File: config.mk
export PLATFORM = sky130hd
export DESIGN_NAME = fetch_ctrl
export DESIGN_NICKNAME = d
export VERILOG_FILES = /design/src/rtl/fetch_ctrl.sv
export SDC_FILE = /design/constraint.sdc
export NUM_CORES = 1
export LEC_CHECK = 0
export CAP_MARGIN = 30
export CELL_PAD_IN_SITES_DETAIL_PLACEMENT = 0
export CELL_PAD_IN_SITES_GLOBAL_PLACEMENT = 2
export CORE_MARGIN = 2
export CORE_UTILIZATION = 26
export DETAILED_ROUTE_END_ITERATION = 8
export PLACE_DENSITY_LB_ADDON = 0.12
export SYNTH_ARGS = -nofsm -noshare
export SYNTH_HDL_FRONTEND = slang
export SYNTH_SLANG_ARGS = --single-unit
File: constraint.sdc
create_clock -name clk_i -period 2.5 [get_ports clk_i]
set_clock_uncertainty 0.1 [all_clocks]
set_input_delay 0.375 -clock clk_i [delete_from_list [all_inputs] [get_ports clk_i]]
set_output_delay 0.375 -clock clk_i [all_outputs]
set_load 0.03 [all_outputs]
File: src/rtl/fetch_ctrl.sv
// fetch_ctrl: program-counter / fetch sequencer with relative branches, HALT detection and retire counter
module fetch_ctrl #(
  parameter int              PC_W     = 8,
  parameter logic [PC_W-1:0] RESET_PC = '0,
  parameter logic [7:0]      HALT_OP  = 8'h88,
  parameter int              CNT_W    = 16
) (
  input  logic             clk_i,
  input  logic             reset_i,
  input  logic             start_i,
  input  logic [PC_W-1:0]  start_addr_i,
  input  logic             stall_i,
  input  logic             branch_i,
  input  logic             branchb_i,
  input  logic [PC_W-1:0]  offset_i,
  input  logic [7:0]       instr_i,
  output logic [PC_W-1:0]  pc_o,
  output logic [7:0]       instr_o,
  output logic             valid_o,
  output logic             busy_o,
  output logic             done_o,
  output logic [CNT_W-1:0] icount_o
);
  typedef enum logic [1:0] {IDLE, RUN, HALTED} state_t;
  state_t            state_q, state_d;
  logic [PC_W-1:0]   pc_q, pc_d;
  logic [CNT_W-1:0]  icount_q, icount_d;
  // next state: launch from IDLE/HALTED, retire one instruction per unstalled RUN cycle
  always_comb begin
    state_d  = state_q;
    pc_d     = pc_q;
    icount_d = icount_q;
    if (state_q != RUN) begin
      if (start_i) begin
        state_d  = RUN;
        pc_d     = start_addr_i;
        icount_d = '0;
      end
    end else if (!stall_i) begin
      icount_d = (&icount_q) ? icount_q : icount_q + 1'b1;
      if (instr_i == HALT_OP) state_d = HALTED;
      else pc_d = branch_i ? pc_q + offset_i : branchb_i ? pc_q - offset_i : pc_q + 1'b1;
    end
  end
  // state register with asynchronous abort to IDLE
  always_ff @(posedge clk_i or posedge reset_i) begin
    if (reset_i) begin
      state_q  <= IDLE;
      pc_q     <= RESET_PC;
      icount_q <= '0;
    end else begin
      state_q  <= state_d;
      pc_q     <= pc_d;
      icount_q <= icount_d;
    end
  end
  assign pc_o     = pc_q;
  assign valid_o  = state_q == RUN;
  assign busy_o   = state_q == RUN;
  assign done_o   = state_q == HALTED;
  assign icount_o = icount_q;
  assign instr_o  = valid_o ? instr_i : 8'h00;
endmodule
==> out/metrics.cfg <==
[route]
route.detailed.drc = 0
drt-met1-wl_um = 2930
dr_wl_met2_um = 2510
wl_per_cell_um = 13.9
routed_wl_um = 5740
antenna_left = 0
wl_met3_um = 247
vias_per_cell = 4.72
top_layer = met4
first_pass_iters = 4
vias = 1945
first_iter_violations = 62

[power]
seqPwrFrac_pct = 25.6
total_power_mw = 2.57
total_leakage_power_nw = 1.34
powerDensity_nw_per_um2 = 827
switching_share_pct = 42.2
ir_drop_uv = 345
p_comb_share_pct = 60.2
pwr-share-clk_pct = 14.3
p_int_mw = 1.49
power_switching_mw = 1.09

[placed_design]
dp_hpwl_um = 4360
dp_cells = 403
gp_congestion = 0.767
numPortBuffers = 64
dpl_worst_slack_ns = -0.684
placed_cell_area_um2 = 2890

[clock_network]
cts_buffer_depth = 2
cts_tree = done
clk_pin_slew_ns = 0.10
cts_root_buf = clkbuf_8
cts_inserted_buffers = 3
cts_sinks = 26
htree_levels = 1
holdBufCountCts = 0
clk_latency_ns = 0.28

[logic_synthesis]
syn_area_um2 = 1950
synth-seq-cells = 26
synth_edf_count = 0
synthesis.nets = 262
synth_most_common_cell = dfrtp_1
ys_seq_area_share_pct = 33.3
synth-warning-count = 0
ys_top_cells_by_count = dfrtp_1 (26), nor2_1 (21), nand2_1 (20), o21ai_0 (12), ha_1 (11)
ys.flop_type = dfrtp_1
synthesis.instances = 220
synth_area_leader_cell = dfrtp_1
synthTopCellsByArea = dfrtp_1 (33%), ha_1 (7.1%), nor2_1 (4.0%)
synth_top_area_share_pct = 33.3
avgSynthCellArea_um2 = 8.87
synthArstFlopShare_pct = 100
synth_cell_types = 57

[critical_path]
start_kind = input port
path_cells = buf_2 > nor2b_4 > ha_4 > o32a_1 > ha_4 > a21oi_4 > a21boi_2 > o21a_1 > o41ai_4 > xor2_1 > mux2i_1
max_stage_delay_ns = 0.36
cp_common_cell = ha_4
cp-end-kind = flip-flop
cp.buffers_inverters = 1
cp.required_ns = 2.61
cpMaxStageDelayCell = o32a_1
crit_type = in -> reg
critPathMaxFanout = 4
critPathArrivalTime_ns = 2.50
critPathTopFamily = compound AO/OA/AOI/OAI gates

[die]
coreArea_um2 = 7250
num_rows = 31
ios = 65
die-area_um2 = 8220
die_w_um = 90.6
start_util_pct = 26.9
die_h_um = 90.6

[timing]
max_freq_ghz = 0.417
timing.final.crit_share_pct = 95.8
tightest_slew_ns = 0.532
rsz0062_at_grt = true
max_slew_margin_pct = 64.5
slew_violations = 0
setup_ws_ns = 0.105
hold_violations = 0
finalSetupViolations = 0
period_needed_ns = 2.40

[layout]
drive_gt1_share_pct = 25.2
nets = 356
post-route-cell-area_um2 = 3110
synthToLayoutAreaGrowth_pct = 59.5
diodes = 0
final_core_utilization_pct = 42.9
finalNonFillerCells = 412

[global_route]
grt_max_degree = 27
grt_overflow_total = 0
grt_use_total_pct = 14.6
grt_pass1_vias = 1974
grt_first_pass_wirelength_um = 9930
antenna_found_initial = 0

[worst_hold_path]
hold_path.class = in -> async

[status]
outcome = complete, no violations

[run]
maxCapViolCount = 0

## registers in the layout (all words and copies together), names as in the netlist
register	count
pc_o	8
state_q	2
icount_o	16
## layout make-up
class                           instances  area [µm²]
Timing Repair Buffer                   98         858
Clock inverter                          1        30.0
Sequential cell                        26         651
Inverter                                5        18.8
Multi-Input combinational cell        180        1390
Clock buffer                            3        41.3
Tap cell                               99         124
Fill cell                             757        4140
## stage by stage
stage	TNS [ns]	hold slack (ns)
floorplan	-0.329	0.315
global placement	-2.98	0.400
detailed placement	-3.20	0.418
CTS	0	0.365
global route	-0.0193	0.381
finish	0	0.348
## layout by cell type (no fill, tap or decap), types with 2 or more instances in the layout
master and n:
a21o_1 7, clkdlybuf4s50_1 47, inv_1 5, and2_1 10
nand3_2 3, a21oi_1 8, nand2_1 20, nor2_1 20
a22o_1 2, ha_1 6, dlygate4sd2_1 3, nor3b_1 2
or3_1 3, nor2b_4 2, dfrtp_1 26, a31oi_1 2
buf_6 3, xnor2_1 5, buf_2 4, xor2_1 8
nand3_1 5, and3_1 2, nor4b_1 2, nor3_1 7
ha_4 5, nand2b_1 3, mux2i_1 5, clkbuf_8 3
o31ai_1 2, a211oi_1 2, o21ai_1 2, o211ai_1 2
buf_4 41, o21ai_0 11
## power groups by stage
stage | sequential, mW | clock (mW) | combinational, mW
2_1_floorplan | 0.820 | 0 | 0.721
3_3_place_gp | 0.650 | 0 | 1.45
3_5_place_dp | 0.653 | 0 | 1.44
4_1_cts | 0.654 | 0.382 | 1.51
5_1_grt | 0.681 | 0.399 | 1.71
6_report | 0.658 | 0.367 | 1.55
## per-layer routing
metal	up-vias	global-route usage, %
met1	899	21.3
met4	0	3.46
met3	4	2.17
met2	55	22.8
met5	-	0
li1	987	-
## what timing repair did
action	in CTS	in global routing
gates resized for setup	32	7
setup endpoints to repair	5	3
pin swaps	11	14
setup buffers	3	2
## worst reg2reg max path, delay by kind of cell, from the launching register on
family / cells / cell delay (ns)
adder cells (fa/ha/maj): 2 / 0.64
AO/OA/AOI/OAI: 4 / 0.59
flip-flops: 1 / 0.42
multiplexers: 1 / 0.22
AND/OR/NAND/NOR: 1 / 0.08
## worst paths after layout
kind | start | end | slack [ns] | cells past startpoint
worst max-delay path | branchb_i | pc_o[7]$_DFFE_PP0P_ | 0.10 | 11
worst min-delay path | reset_i | pc_o[0]$_DFFE_PP0P_ | 0.35 | 3
worst max register to register | pc_o[0]$_DFFE_PP0P_ | pc_o[6]$_DFFE_PP0P_ | 0.35 | 8
worst min register to register | state_q[0]$_DFFE_PP0P_ | state_q[0]$_DFFE_PP0P_ | 0.43 | 1
max in group asynchronous | reset_i | pc_o[7]$_DFFE_PP0P_ | 1.68 | 3
min in group clk_i | state_q[0]$_DFFE_PP0P_ | state_q[0]$_DFFE_PP0P_ | 0.43 | 1
## cell families after synthesis
kind of cell | synth area share (%)
compound gates | 19.6
xor+xnor | 5.83
simple gates | 26.6
fa+ha+maj | 8.08
mux | 3.14
flops | 33.3
buf+inv | 3.40
Note: power is estimated with default switching activity, not from simulation.
